`src/rtl/ex_stage_pkg.sv`:
```
// Shared definitions for the execute stage: opcode encodings, CPU state codes
// and the internal ALU operation set.
package ex_stage_pkg;

    localparam logic [4:0] OP_NOP   = 5'b00000;
    localparam logic [4:0] OP_HALT  = 5'b00001;
    localparam logic [4:0] OP_LOAD  = 5'b00010;
    localparam logic [4:0] OP_STORE = 5'b00011;
    localparam logic [4:0] OP_SLL   = 5'b00100;
    localparam logic [4:0] OP_SLA   = 5'b00101;
    localparam logic [4:0] OP_SRL   = 5'b00110;
    localparam logic [4:0] OP_SRA   = 5'b00111;
    localparam logic [4:0] OP_ADD   = 5'b01000;
    localparam logic [4:0] OP_ADDI  = 5'b01001;
    localparam logic [4:0] OP_SUB   = 5'b01010;
    localparam logic [4:0] OP_SUBI  = 5'b01011;
    localparam logic [4:0] OP_CMP   = 5'b01100;
    localparam logic [4:0] OP_AND   = 5'b01101;
    localparam logic [4:0] OP_OR    = 5'b01110;
    localparam logic [4:0] OP_XOR   = 5'b01111;
    localparam logic [4:0] OP_LDIH  = 5'b10000;
    localparam logic [4:0] OP_ADDC  = 5'b10001;
    localparam logic [4:0] OP_SUBC  = 5'b10010;
    localparam logic [4:0] OP_JUMP  = 5'b11000;
    localparam logic [4:0] OP_JMPR  = 5'b11001;
    localparam logic [4:0] OP_BZ    = 5'b11010;
    localparam logic [4:0] OP_BNZ   = 5'b11011;
    localparam logic [4:0] OP_BN    = 5'b11100;
    localparam logic [4:0] OP_BNN   = 5'b11101;
    localparam logic [4:0] OP_BC    = 5'b11110;
    localparam logic [4:0] OP_BNC   = 5'b11111;

    localparam logic [1:0] ST_IDLE = 2'b00;
    localparam logic [1:0] ST_EXEC = 2'b01;

    typedef enum logic [3:0] {
        ALU_ZERO,
        ALU_ADD,
        ALU_ADDC,
        ALU_SUB,
        ALU_SUBC,
        ALU_AND,
        ALU_OR,
        ALU_XOR,
        ALU_SLL,
        ALU_SRL,
        ALU_SRA,
        ALU_PASSB
    } alu_op_e;

endpackage

```
`src/rtl/ex_stage_alu16.sv`:
```
// Combinational 16-bit ALU for the execute stage. With EX_OVF_EN defined it
// also reports signed overflow on vf for the add/subtract operations.
module alu16
    import ex_stage_pkg::*;
(
    input  alu_op_e     op,
    input  logic [15:0] a,
    input  logic [15:0] b,
    input  logic        cin,
    output logic [15:0] result,
    output logic        cout
`ifdef EX_OVF_EN
    ,
    output logic        vf
`endif
);

    logic [16:0] sum;
    logic        is_add;
    logic        is_sub;

    always_comb begin
        sum    = '0;
        result = '0;
        cout   = 1'b0;
        is_add = 1'b0;
        is_sub = 1'b0;
        case (op)
            ALU_ADD:   begin sum = {1'b0, a} + {1'b0, b};                 is_add = 1'b1; end
            ALU_ADDC:  begin sum = {1'b0, a} + {1'b0, b} + {16'h0, cin};  is_add = 1'b1; end
            // bit 16 of the 17-bit difference is the borrow
            ALU_SUB:   begin sum = {1'b0, a} - {1'b0, b};                 is_sub = 1'b1; end
            ALU_SUBC:  begin sum = {1'b0, a} - {1'b0, b} - {16'h0, cin};  is_sub = 1'b1; end
            ALU_AND:   result = a & b;
            ALU_OR:    result = a | b;
            ALU_XOR:   result = a ^ b;
            ALU_SLL:   result = a << b[3:0];
            ALU_SRL:   result = a >> b[3:0];
            ALU_SRA:   result = $signed(a) >>> b[3:0];
            ALU_PASSB: result = b;
            default:   result = '0;
        endcase
        if (is_add || is_sub) begin
            result = sum[15:0];
            cout   = sum[16];
        end
    end

`ifdef EX_OVF_EN
    always_comb begin
        vf = 1'b0;
        if (is_add)
            vf = (a[15] == b[15]) && (result[15] != a[15]);
        else if (is_sub)
            vf = (a[15] != b[15]) && (result[15] != a[15]);
    end
`endif

endmodule

```
`src/rtl/ex_stage.sv`:
```
// Execute stage: operand selection, ALU, NF/ZF/CF flags, branch decision and
// the registers feeding the memory stage. Define EX_OVF_EN to add the vf flag.
module ex_stage
    import ex_stage_pkg::*;
#(
    parameter int DW = 16,
    parameter int AW = 8
) (
    input  logic          clock,
    input  logic          reset,
    input  logic [1:0]    state,
    input  logic [DW-1:0] ex_ir,
    input  logic [DW-1:0] reg_A,
    input  logic [DW-1:0] reg_B,
    input  logic [DW-1:0] smdr,
    output logic [DW-1:0] mem_ir,
    output logic [DW-1:0] reg_C,
    output logic [AW-1:0] d_addr,
    output logic [DW-1:0] d_dataout,
    output logic          d_we,
    output logic          branch_flag,
    output logic          nf,
    output logic          zf,
    output logic          cf
`ifdef EX_OVF_EN
    ,
    output logic          vf
`endif
);

    logic [4:0]  op;
    alu_op_e     alu_op;
    logic [15:0] op_b;
    logic [15:0] alu_result;
    logic        alu_cout;
    logic        flag_wr;
    logic        taken;
    logic        exec;

    assign op   = ex_ir[15:11];
    assign exec = (state == ST_EXEC);

    always_comb begin
        alu_op  = ALU_ZERO;
        op_b    = '0;
        flag_wr = 1'b0;
        taken   = 1'b0;
        case (op)
            OP_ADD:  begin alu_op = ALU_ADD;  op_b = reg_B; flag_wr = 1'b1; end
            OP_ADDC: begin alu_op = ALU_ADDC; op_b = reg_B; flag_wr = 1'b1; end
            OP_SUB,
            OP_CMP:  begin alu_op = ALU_SUB;  op_b = reg_B; flag_wr = 1'b1; end
            OP_SUBC: begin alu_op = ALU_SUBC; op_b = reg_B; flag_wr = 1'b1; end
            OP_AND:  begin alu_op = ALU_AND;  op_b = reg_B; flag_wr = 1'b1; end
            OP_OR:   begin alu_op = ALU_OR;   op_b = reg_B; flag_wr = 1'b1; end
            OP_XOR:  begin alu_op = ALU_XOR;  op_b = reg_B; flag_wr = 1'b1; end
            OP_ADDI: begin alu_op = ALU_ADD;  op_b = {8'h00, ex_ir[7:0]}; flag_wr = 1'b1; end
            OP_SUBI: begin alu_op = ALU_SUB;  op_b = {8'h00, ex_ir[7:0]}; flag_wr = 1'b1; end
            OP_LDIH: begin alu_op = ALU_ADD;  op_b = {ex_ir[7:0], 8'h00}; flag_wr = 1'b1; end
            OP_SLL,
            OP_SLA:  begin alu_op = ALU_SLL;  op_b = {12'h000, ex_ir[3:0]}; flag_wr = 1'b1; end
            OP_SRL:  begin alu_op = ALU_SRL;  op_b = {12'h000, ex_ir[3:0]}; flag_wr = 1'b1; end
            OP_SRA:  begin alu_op = ALU_SRA;  op_b = {12'h000, ex_ir[3:0]}; flag_wr = 1'b1; end
            OP_LOAD,
            OP_STORE: begin alu_op = ALU_ADD; op_b = {12'h000, ex_ir[3:0]}; end
            OP_JUMP: begin alu_op = ALU_PASSB; op_b = {8'h00, ex_ir[7:0]}; taken = 1'b1; end
            // conditional branches look at the flags left by the previous instruction
            OP_JMPR: begin alu_op = ALU_ADD; op_b = {8'h00, ex_ir[7:0]}; taken = 1'b1; end
            OP_BZ:   begin alu_op = ALU_ADD; op_b = {8'h00, ex_ir[7:0]}; taken = zf;  end
            OP_BNZ:  begin alu_op = ALU_ADD; op_b = {8'h00, ex_ir[7:0]}; taken = !zf; end
            OP_BN:   begin alu_op = ALU_ADD; op_b = {8'h00, ex_ir[7:0]}; taken = nf;  end
            OP_BNN:  begin alu_op = ALU_ADD; op_b = {8'h00, ex_ir[7:0]}; taken = !nf; end
            OP_BC:   begin alu_op = ALU_ADD; op_b = {8'h00, ex_ir[7:0]}; taken = cf;  end
            OP_BNC:  begin alu_op = ALU_ADD; op_b = {8'h00, ex_ir[7:0]}; taken = !cf; end
            default: begin alu_op = ALU_ZERO; op_b = '0; end
        endcase
    end

`ifdef EX_OVF_EN
    logic alu_vf;
    logic vf_wr;

    always_comb begin
        vf_wr = 1'b0;
        case (op)
            OP_ADD, OP_ADDI, OP_ADDC, OP_SUB, OP_SUBI, OP_SUBC, OP_CMP: vf_wr = 1'b1;
            default: vf_wr = 1'b0;
        endcase
    end

    always_ff @(posedge clock) begin
        if (reset)
            vf <= 1'b0;
        else if (exec && vf_wr)
            vf <= alu_vf;
    end
`endif

    alu16 u_alu (
        .op     (alu_op),
        .a      (reg_A),
        .b      (op_b),
        .cin    (cf),
        .result (alu_result),
        .cout   (alu_cout)
`ifdef EX_OVF_EN
        ,
        .vf     (alu_vf)
`endif
    );

    always_ff @(posedge clock) begin
        if (reset) begin
            mem_ir      <= '0;
            reg_C       <= '0;
            d_addr      <= '0;
            d_dataout   <= '0;
            d_we        <= 1'b0;
            branch_flag <= 1'b0;
            nf          <= 1'b0;
            zf          <= 1'b0;
            cf          <= 1'b0;
        end else if (exec) begin
            mem_ir      <= ex_ir;
            reg_C       <= alu_result;
            d_addr      <= alu_result[AW-1:0];
            d_dataout   <= smdr;
            d_we        <= (op == OP_STORE);
            branch_flag <= taken;
            if (flag_wr) begin
                nf <= alu_result[15];
                zf <= (alu_result == 16'h0000);
                cf <= alu_cout;
            end
        end else begin
            d_we        <= 1'b0;
            branch_flag <= 1'b0;
        end
    end

endmodule

```
`config.mk`:
```
export PLATFORM = sky130hd
export DESIGN_NAME = ex_stage
export DESIGN_NICKNAME = d
export VERILOG_FILES = /design/src/rtl/ex_stage_pkg.sv /design/src/rtl/ex_stage_alu16.sv /design/src/rtl/ex_stage.sv
export SDC_FILE = /design/constraint.sdc
export NUM_CORES = 1
export LEC_CHECK = 0
export ABC_AREA = 1
export CELL_PAD_IN_SITES_DETAIL_PLACEMENT = 1
export CELL_PAD_IN_SITES_GLOBAL_PLACEMENT = 1
export CORE_MARGIN = 2
export CORE_UTILIZATION = 38
export CTS_BUF_LIST = sky130_fd_sc_hd__clkbuf_4
export DETAILED_ROUTE_END_ITERATION = 8
export GPL_ROUTABILITY_DRIVEN = 0
export GPL_TIMING_DRIVEN = 0
export PLACE_DENSITY = 0.88
export SYNTH_ARGS = -nofsm -noshare
export SYNTH_HDL_FRONTEND = slang
export SYNTH_HIERARCHICAL = 1
export SYNTH_SLANG_ARGS = --single-unit
```
`constraint.sdc`:
```
create_clock -name clock -period 6.2 [get_ports clock]
set_input_delay 0.93 -clock clock [delete_from_list [all_inputs] [get_ports clock]]
set_output_delay 0.93 -clock clock [all_outputs]
set_load 0.01 [all_outputs]
```
==> results.cfg <==
[global_route]
grt_max_degree = 16
grt_pass1_wl_um = 55700
gr-usage-all-layers = 0.321
grt_pass1_vias = 10275
antenna_found_initial = 1
grt.overflow.total = 0

[power_and_ir_drop]
total_leakage_power_nw = 4.55
power.total_mw = 1.54
powerDensity_nw_per_um2 = 159
ir_drop_mv = 0.0852

[clock_tree]
cts_tree = built
clk_latency_ns = 0.39
cts_sinks = 53
clkTransAtPathRegs_ns = 0.15
cts_hold_buf = 0
cts_max_level = 2
cts_buffer_depth = 2
post_cts.repair.setup_buffers = 0
cts-root-buf = clkbuf_4
cts_buffers = 5

[logic_synthesis]
synth_area_um2 = 7940
avgSynthCellArea_um2 = 5.78
async_flop_share = 0
synth_nets = 1503
syn_inst = 1375
synth_top_flop_cell = dfxtp_1
yosys_warnings = 6
ys_types = 59
synth-edff-count = 0
synth_seq_area_share = 0.134
synth-seq-cells = 53

[drt]
viasPerCell = 5.72
dr.pass1.iters = 5
antenna_left = 0
vias = 10190
routed_wirelength_um = 35600
wl_per_cell_um = 20.0
drtIter0Drc = 665
post-route-drc-count = 0

[floorplanning]
initial_core_util = 0.390
die-area_um2 = 22100
core-area_um2 = 20400
die_x_um = 149
die_h_um = 149
rows = 52
ioPinCount = 129

[sta]
drv_slew = 0
fin_crit_sh = 0.936
hold_viol = 0
setup_viol = 0
worst_slack_ns = 0.400
rsz0062_at_grt = no
fmax_mhz = 172
tightest_slew_ns = 0.896
maxSlewHeadroom = 0.396
fin_skew_ns = 0.0125
min_period_ns = 5.80
holdWs_ns = 0.484

[finish]
nNetsFinal = 1636
area_growth_pct = 21.3
mostFrequentLayoutCells = nand2_1, inv_1, nand3_1
final_common_cell = nand2_1
drive_gt1_frac = 0.0941

[setup_path]
cp_max_fo = 12
crit_end = zf
crit_arrival_ns = 6.14
slowest_delay_ns = 0.57
r2r_end = zf
path_class = input port to register
critPathRequiredTime_ns = 6.54
r2r_start = cf
rrSetupSlack_ns = 3.40
crit_path_start_kind = input port
cp_slowest_cell = clkdlybuf4s50_1
cp-end-kind = register
reg2reg_depth = 16
crit_path_start = ex_ir[12]

[outcome]
status = finished, final reports clean

[run]
max_cap_viol_count = 0

[hold_path]
worstHoldStart = d_dataout[13]
worst_hold_path_type = register to register

[placed_design]
dp_hpwl_um = 30000
port_buffers = 127
dp_slack_ns = -0.661
what timing repair did:
| action | CTS | global route |
|---|---|---|
| pin swaps | 0 | 1 |
| resized for setup | 2 | 10 |
| endpoints found under the setup margin | 1 | 3 |
| cloned | 0 | 0 |
registers in the layout, indices dropped and copies added, names as in the netlist:
| signal | count |
|---|---|
| mem_ir | 16 |
| nf | 1 |
| branch_flag | 1 |
| d_we | 1 |
| d_dataout | 16 |
| cf | 1 |
| reg_C | 16 |
| zf | 1 |
where the power goes:
group,internal [mW],switching [mW]
Sequential,0.361,0.0153
Clock,0.0413,0.110
Combinational,0.331,0.678
cell usage after synthesis (19+ instances only):
cell type	instances	area (um^2)
nand3_1	153	766
o22ai_1	25	156
nand2_1	366	1370
a21oi_1	60	300
inv_1	191	717
o21ai_0	105	526
nand4_1	24	150
nor2_1	92	345
ha_1	58	726
buf_2	19	95.1
dfxtp_1	53	1060
kinds of logic (layout without fill, tap and decap cells):
group	after synthesis	in the layout	synth area share
DFF	53	53	0.134
buffers and inverters	271	405	0.146
muxes	3	3	0.00378
AOI/OAI and AO/OA	258	258	0.188
adders and majority gates	60	60	0.0964
xor gates and xnor gates	5	5	0.00741
and+or+nand+nor	725	725	0.425
other	0	1	0
worst max-delay path, delay by kind of cell:
kind / cells / cell delay (ns)
AOI/OAI and AO/OA: 3 / 0.41
and+or+nand+nor: 19 / 2.61
buffers and inverters: 8 / 1.70
adders and majority gates: 1 / 0.48
per-stage QoR:
| stage | setup TNS, ns | cell area, um^2 | util | instances |
|---|---|---|---|---|
| CTS | 0 | 9600 | 0.471 | 1780 |
| detailed placement | -2.24 | 9550 | 0.469 | 1772 |
| finish | 0 | 9640 | 0.473 | 1780 |
| floorplan | 0 | 7940 | - | 1375 |
| global placement | -1.01 | 9550 | 0.469 | 1772 |
| global route | 0 | 9640 | 0.473 | 1779 |
metal layers:
metal / up-vias / part of all wire / track usage
li1: 4766 / - / -
met1: 4873 / 0.42 / 0.414
met2: 429 / 0.46 / 0.528
met3: 122 / 0.063 / 0.0390
met4: 0 / 0.060 / 0.161
met5: - / 0 / 0
layout make-up:
| cell class | instances | area, um^2 |
|---|---|---|
| antenna | 1 | 2.50 |
| timing repair buffer | 127 | 1270 |
| inverter | 211 | 792 |
| sequential | 53 | 1060 |
| buffer | 59 | 367 |
| tap | 270 | 338 |
| clock buffer | 5 | 37.5 |
| fill | 2864 | 10700 |
| multi-input combinational | 1051 | 5760 |
| clock inverter | 3 | 12.5 |
how the worst min path moves through the flow:
stage,to,slack [ns],depth (start not counted)
after floorplan,d_dataout[10],0.49,2
after global placement,d_dataout[13],0.46,2
after detailed placement,d_dataout[13],0.47,2
after CTS,d_dataout[13],0.49,2
after global routing,d_dataout[15],0.49,2
final,d_dataout[13],0.48,2
Power figures use the tool's default switching activity.
